## src/rtl/barrett_reduce_pipe.sv

```systemverilog
// Pipelined signed Barrett reducer, LANES coefficients per beat with a common handshake and tag passthrough.
// Latency: 3 cycles from acceptance to out_valid, or 4 when BARRETT_CANON_EN adds the [0,Q) correction stage.
// Backpressure: a stalled output freezes the whole pipe (in_ready = !last_valid || out_ready); bubbles are not squeezed out.
module barrett_reduce_pipe #(
  parameter int DW    = 16,
  parameter int Q     = 3329,
  parameter int V     = 20159,
  parameter int SHIFT = 26,
  parameter int LANES = 1,
  parameter int TAGW  = 8
) (
  input  logic                  clk,
  input  logic                  srst,
  input  logic                  in_valid,
  output logic                  in_ready,
  input  logic [LANES*DW-1:0]   in_data,
  input  logic [TAGW-1:0]       in_tag,
  output logic                  out_valid,
  input  logic                  out_ready,
  output logic [LANES*DW-1:0]   out_data,
  output logic [TAGW-1:0]       out_tag
);

  // Product width covers any DW-bit input times V; t needs only the bits above SHIFT plus a sign bit.
  localparam int PW = DW + $clog2(V) + 1;
  localparam int TW = PW - SHIFT + 1;

  localparam logic signed [PW-1:0] VC = PW'(V);
  localparam logic signed [PW-1:0] RC = PW'(2 ** (SHIFT - 1));
  localparam logic signed [DW-1:0] QD = DW'(Q);

  // S1 keeps the rounded product already shifted down: its low SHIFT bits never reach t.
  logic                   s1_valid;
  logic [LANES*TW-1:0]    s1_t;
  logic [LANES*DW-1:0]    s1_a;
  logic [TAGW-1:0]        s1_tag;

  // S2 keeps only the low DW bits of t*Q, which is all the truncated subtraction needs.
  logic                   s2_valid;
  logic [LANES*DW-1:0]    s2_tq;
  logic [LANES*DW-1:0]    s2_a;
  logic [TAGW-1:0]        s2_tag;

  logic                   s3_valid;
  logic [LANES*DW-1:0]    s3_r;
  logic [TAGW-1:0]        s3_tag;

  logic [LANES*TW-1:0]    t_nxt;
  logic [LANES*DW-1:0]    tq_nxt;
  logic [LANES*DW-1:0]    r_nxt;
  logic                   last_valid;
  logic                   en;

  // Per-lane datapath feeding each pipeline register
  always_comb begin
    t_nxt  = '0;
    tq_nxt = '0;
    r_nxt  = '0;
    for (int i = 0; i < LANES; i++) begin
      t_nxt[i*TW +: TW] = TW'(($signed({{(PW-DW){in_data[i*DW+DW-1]}}, in_data[i*DW +: DW]}) * VC + RC) >>> SHIFT);
      tq_nxt[i*DW +: DW] = $signed({{(DW-TW){s1_t[i*TW+TW-1]}}, s1_t[i*TW +: TW]}) * QD;
      r_nxt[i*DW +: DW]  = s2_a[i*DW +: DW] - s2_tq[i*DW +: DW];
    end
  end

  // Single advance enable: every stage moves together unless the output beat is stuck
  assign en       = !last_valid || out_ready;
  assign in_ready = en;

  // Stages S1..S3: valid bits and data advance together on en
  always_ff @(posedge clk) begin
    if (srst) begin
      s1_valid <= 1'b0;
      s1_t     <= '0;
      s1_a     <= '0;
      s1_tag   <= '0;
      s2_valid <= 1'b0;
      s2_tq    <= '0;
      s2_a     <= '0;
      s2_tag   <= '0;
      s3_valid <= 1'b0;
      s3_r     <= '0;
      s3_tag   <= '0;
    end else if (en) begin
      s1_valid <= in_valid;
      s1_t     <= t_nxt;
      s1_a     <= in_data;
      s1_tag   <= in_tag;
      s2_valid <= s1_valid;
      s2_tq    <= tq_nxt;
      s2_a     <= s1_a;
      s2_tag   <= s1_tag;
      s3_valid <= s2_valid;
      s3_r     <= r_nxt;
      s3_tag   <= s2_tag;
    end
  end

`ifdef BARRETT_CANON_EN
  logic                   s4_valid;
  logic [LANES*DW-1:0]    s4_r;
  logic [TAGW-1:0]        s4_tag;
  logic [LANES*DW-1:0]    canon_nxt;

  // Fold the centred value into [0,Q) by adding Q to negative lanes
  always_comb begin
    canon_nxt = '0;
    for (int i = 0; i < LANES; i++) begin
      canon_nxt[i*DW +: DW] = s3_r[i*DW+DW-1] ? s3_r[i*DW +: DW] + QD : s3_r[i*DW +: DW];
    end
  end

  // Stage S4: canonical result register
  always_ff @(posedge clk) begin
    if (srst) begin
      s4_valid <= 1'b0;
      s4_r     <= '0;
      s4_tag   <= '0;
    end else if (en) begin
      s4_valid <= s3_valid;
      s4_r     <= canon_nxt;
      s4_tag   <= s3_tag;
    end
  end

  assign last_valid = s4_valid;
  assign out_valid  = s4_valid;
  assign out_data   = s4_r;
  assign out_tag    = s4_tag;
`else
  assign last_valid = s3_valid;
  assign out_valid  = s3_valid;
  assign out_data   = s3_r;
  assign out_tag    = s3_tag;
`endif

endmodule

```

## config.mk

```make
export PLATFORM = sky130hd
export DESIGN_NAME = barrett_reduce_pipe
export DESIGN_NICKNAME = d
export VERILOG_FILES = /design/src/rtl/barrett_reduce_pipe.sv
export SDC_FILE = /design/constraint.sdc
export NUM_CORES = 1
export LEC_CHECK = 0
export ABC_CLOCK_PERIOD_IN_PS = 14800
export CAP_MARGIN = 25
export CORE_MARGIN = 1
export CORE_UTILIZATION = 30
export CTS_CLUSTER_SIZE = 30
export DETAILED_ROUTE_END_ITERATION = 10
export GPL_TIMING_DRIVEN = 0
export SYNTH_ARGS = -nofsm -noshare
export SYNTH_HDL_FRONTEND = slang
export SYNTH_SLANG_ARGS = --single-unit
```

## constraint.sdc

```tcl
create_clock -name clk -period 14.8 [get_ports clk]
set_input_delay 2.96 -clock clk [delete_from_list [all_inputs] [get_ports clk]]
set_output_delay 2.96 -clock clk [all_outputs]
set_load 0.01 [all_outputs]
```

==> results.cfg <==
[run_status]
status = finished, final reports clean

[worst_setup_path]
end_kind = flip-flop
cp.required_ns = 15.03
reg2reg_to = s2_tq[15]
critPathLaunchType = primary input
crit_arrival_ns = 9.52
crit_path_cell_trace = clkdlybuf4s50_1, inv_1, fa_1, inv_1, fa_1, inv_1, fa_1, inv_1, fa_1, fa_1, inv_1, fa_1, inv_1, ha_1, nand2_1, nor4_4, o2111ai_1, a31oi_1, and2_4, mux2i_1, nor3_2
path_class = primary input to flip-flop
r2r_slack_ns = 11.39
cp_max_fo = 9
slowest_delay_ns = 0.87
r2r_cells = 12
reg2reg_from = s1_t[5]
cpMaxStageDelayCell = clkdlybuf4s50_1

[clock_tree]
postCtsSetupBuffers = 0
cts.sinks = 95
h-tree-depth = 3
insertion_delay_ns = 0.34
postCtsHoldBufs = 0
clk_pin_slew_ns = 0.06
cts_made_buffers = 9
clockBufferDepth = 2
cts_resized = 0
cts_root_buf = clkbuf_16
cts_tree = built

[flow_run]
drv_cap = 0

[timing]
tightest_slew_ns = 0.667
finalCriticalPeriod_ns = 9.28
setup_violations = 0
finalSetupTns_ns = 0
hold_viol = 0
setup_ws_ns = 5.52
rsz0062_at_grt = false
holdWs_ns = 0.452
slew_headroom_pct = 55.4
skew_ns = 0.00477
period_share_pct = 62.7
final_max_slew_viol_count = 0
max_freq_ghz = 0.108

[global_route]
grt_max_degree = 20
grt-ovfl-total = 0
grt_pass1_vias = 8381
grt_pass1_wl_um = 42300
grt_usage_pct = 14.9
antenna_found_initial = 0

[min_path]
holdPathStages = 2
min_to = s1_valid
min_from = s1_valid
min_path_type = flip-flop to flip-flop

[floorplanning]
rows = 68
die_h_um = 189
core_mm2 = 0.0345
initial_core_util_pct = 30.5
io_pins = 54
die_area_mm2 = 0.0358
die_width_um = 189

[cells_and_area]
drive_above_1_share_pct = 2.22
final_cell_area_mm2 = 0.0120
num_antenna_cells = 0
final_nets = 1602
syn_to_final_growth_pct = 13.6

[synthesis]
synth.area.top_cells = fa_1 28%, ha_1 20%, dfxtp_1 18%
synth-async-reset-ratio_pct = 0
syn_area_mm2 = 0.0105
syn-mean-instance-area_um2 = 8.83
syn_inst = 1192
synth_seq_cells = 95
synth_edf_count = 0
yosysSeqAreaShare_pct = 18.1
synth.net_count = 1537
ys_types = 55
ys_warn_count = 0
synthFlopType = dfxtp_1
yosysTopAreaCell = fa_1
synth_top_area_share_pct = 27.6

[power_and_ir_drop]
p_per_area_mw_per_mm2 = 209
total_power_mw = 2.50
leakagePower_nw = 5.85
ir_drop_uv = 141

[detailed_routing]
wl_um = 24700
vias = 7723
drtAntennaViolNets = 0
drc_errors = 0
avgViaCountPerCell = 4.50
drt_iter0_markers = 392
wl_per_cell_um = 14.4
first_pass_iters = 5

[placed_design]
port_buffers = 53
placed_area_mm2 = 0.0117
place_congestion = 0.815
post-dp-hpwl_um = 20700
place_ws_ns = 5.17
[cell usage after synthesis, types with 4 or more instances]
cell type  count
o21a_1         6
o21ai_0       17
fa_1         145
nor2b_1        4
xor2_1         8
or3_1          5
clkbuf_1      27
a211oi_1      14
a21o_1         5
nand4_1        4
nor3_1         7
xnor2_1        8
nor2_1        31
dfxtp_1       95
ha_1         172
nand3b_1       4
nand3_1        5
o21ai_1        9
a21oi_1      105
inv_1        297
nand2b_1       7
nand2_1      174
[flip-flops by register name, indices dropped and copies added, names as in the netlist]
signal,count
out_data,16
s1_valid,1
s2_valid,1
out_tag,8
s1_a,16
s2_a,16
s1_t,6
s1_tag,8
s2_tag,8
s2_tq,14
out_valid,1
[kinds of logic (layout without fill, tap and decap cells)]
group | Yosys count | count (layout) | share of synthesized area (%)
adders and majority gates | 317 | 317 | 48.0
and+or+nand+nor | 257 | 257 | 10.8
buffers and inverters | 327 | 397 | 11.9
AOI/OAI and AO/OA | 179 | 179 | 9.83
DFF | 95 | 95 | 18.1
xor gates and xnor gates | 16 | 16 | 1.33
muxes | 1 | 1 | 0.0951
[worst max path at each step]
stage / start / endpoint / slack (ns) / depth (start not counted)
floorplan: in_data[13] / s1_t[4] / 6.89 / 20
global placement: in_data[15] / s1_t[4] / 4.44 / 21
detailed placement: in_data[13] / s1_t[4] / 5.17 / 21
CTS: in_data[13] / s1_t[4] / 5.50 / 21
global route: in_data[13] / s1_t[4] / 5.19 / 21
finish: in_data[13] / s1_t[4] / 5.52 / 21
[per-layer routing]
metal | up-vias | part of all wire [%] | GRT usage, %
met2 | 72 | 50 | 26.4
met4 | 0 | 1.0 | 2.02
li1 | 3839 | - | -
met5 | - | 0 | 0
met1 | 3796 | 47 | 19.7
met3 | 16 | 2.4 | 2.08
[final cells by class]
| type | instances | area (um2) |
|---|---|---|
| clock inverter | 2 | 38.8 |
| sequential | 95 | 1900 |
| tap | 455 | 569 |
| clock buffer | 14 | 264 |
| multi-input combinational | 770 | 7370 |
| buffer | 30 | 133 |
| timing repair buffer | 54 | 558 |
| fill | 3628 | 22600 |
| inverter | 297 | 1110 |
[critical path, delay by kind of cell]
kind                       cells  cell delay (ns)
muxes                          1             0.22
adders and majority gates      7             3.54
AOI/OAI and AO/OA              2             0.65
and+or+nand+nor                4             0.69
buffers and inverters          7             1.44
[power breakdown]
part	leakage, nW	switching [mW]	internal, mW	total [mW]
logic	4.92	1.12	0.808	1.93
clock network	0.147	0.0960	0.141	0.237
registers	0.785	0.0355	0.301	0.336
total	5.85	1.25	1.25	2.50
[layout by cell type, fill, tap and decap left out, types with 6 or more instances in the layout]
cell / synthesis / final
o21ai_1: 9 / 9
dfxtp_1: 95 / 95
nor3_1: 7 / 7
xor2_1: 8 / 8
ha_1: 172 / 172
nand2_1: 174 / 174
nand2b_1: 7 / 7
clkbuf_16: 0 / 9
nor2_1: 31 / 31
inv_1: 297 / 297
a21oi_1: 105 / 105
fa_1: 145 / 145
o21a_1: 6 / 6
clkdlybuf4s50_1: 0 / 53
a211oi_1: 14 / 14
clkbuf_1: 27 / 30
o21ai_0: 17 / 17
xnor2_1: 8 / 8
[through the flow]
step / std cells / util [%]
after floorplan: 1192 / -
after global placement: 1700 / 33.6
after detailed placement: 1701 / 33.7
after CTS: 1717 / 34.6
after global routing: 1717 / 34.6
final: 1717 / 34.6
Note: power is estimated with default switching activity, not from simulation.
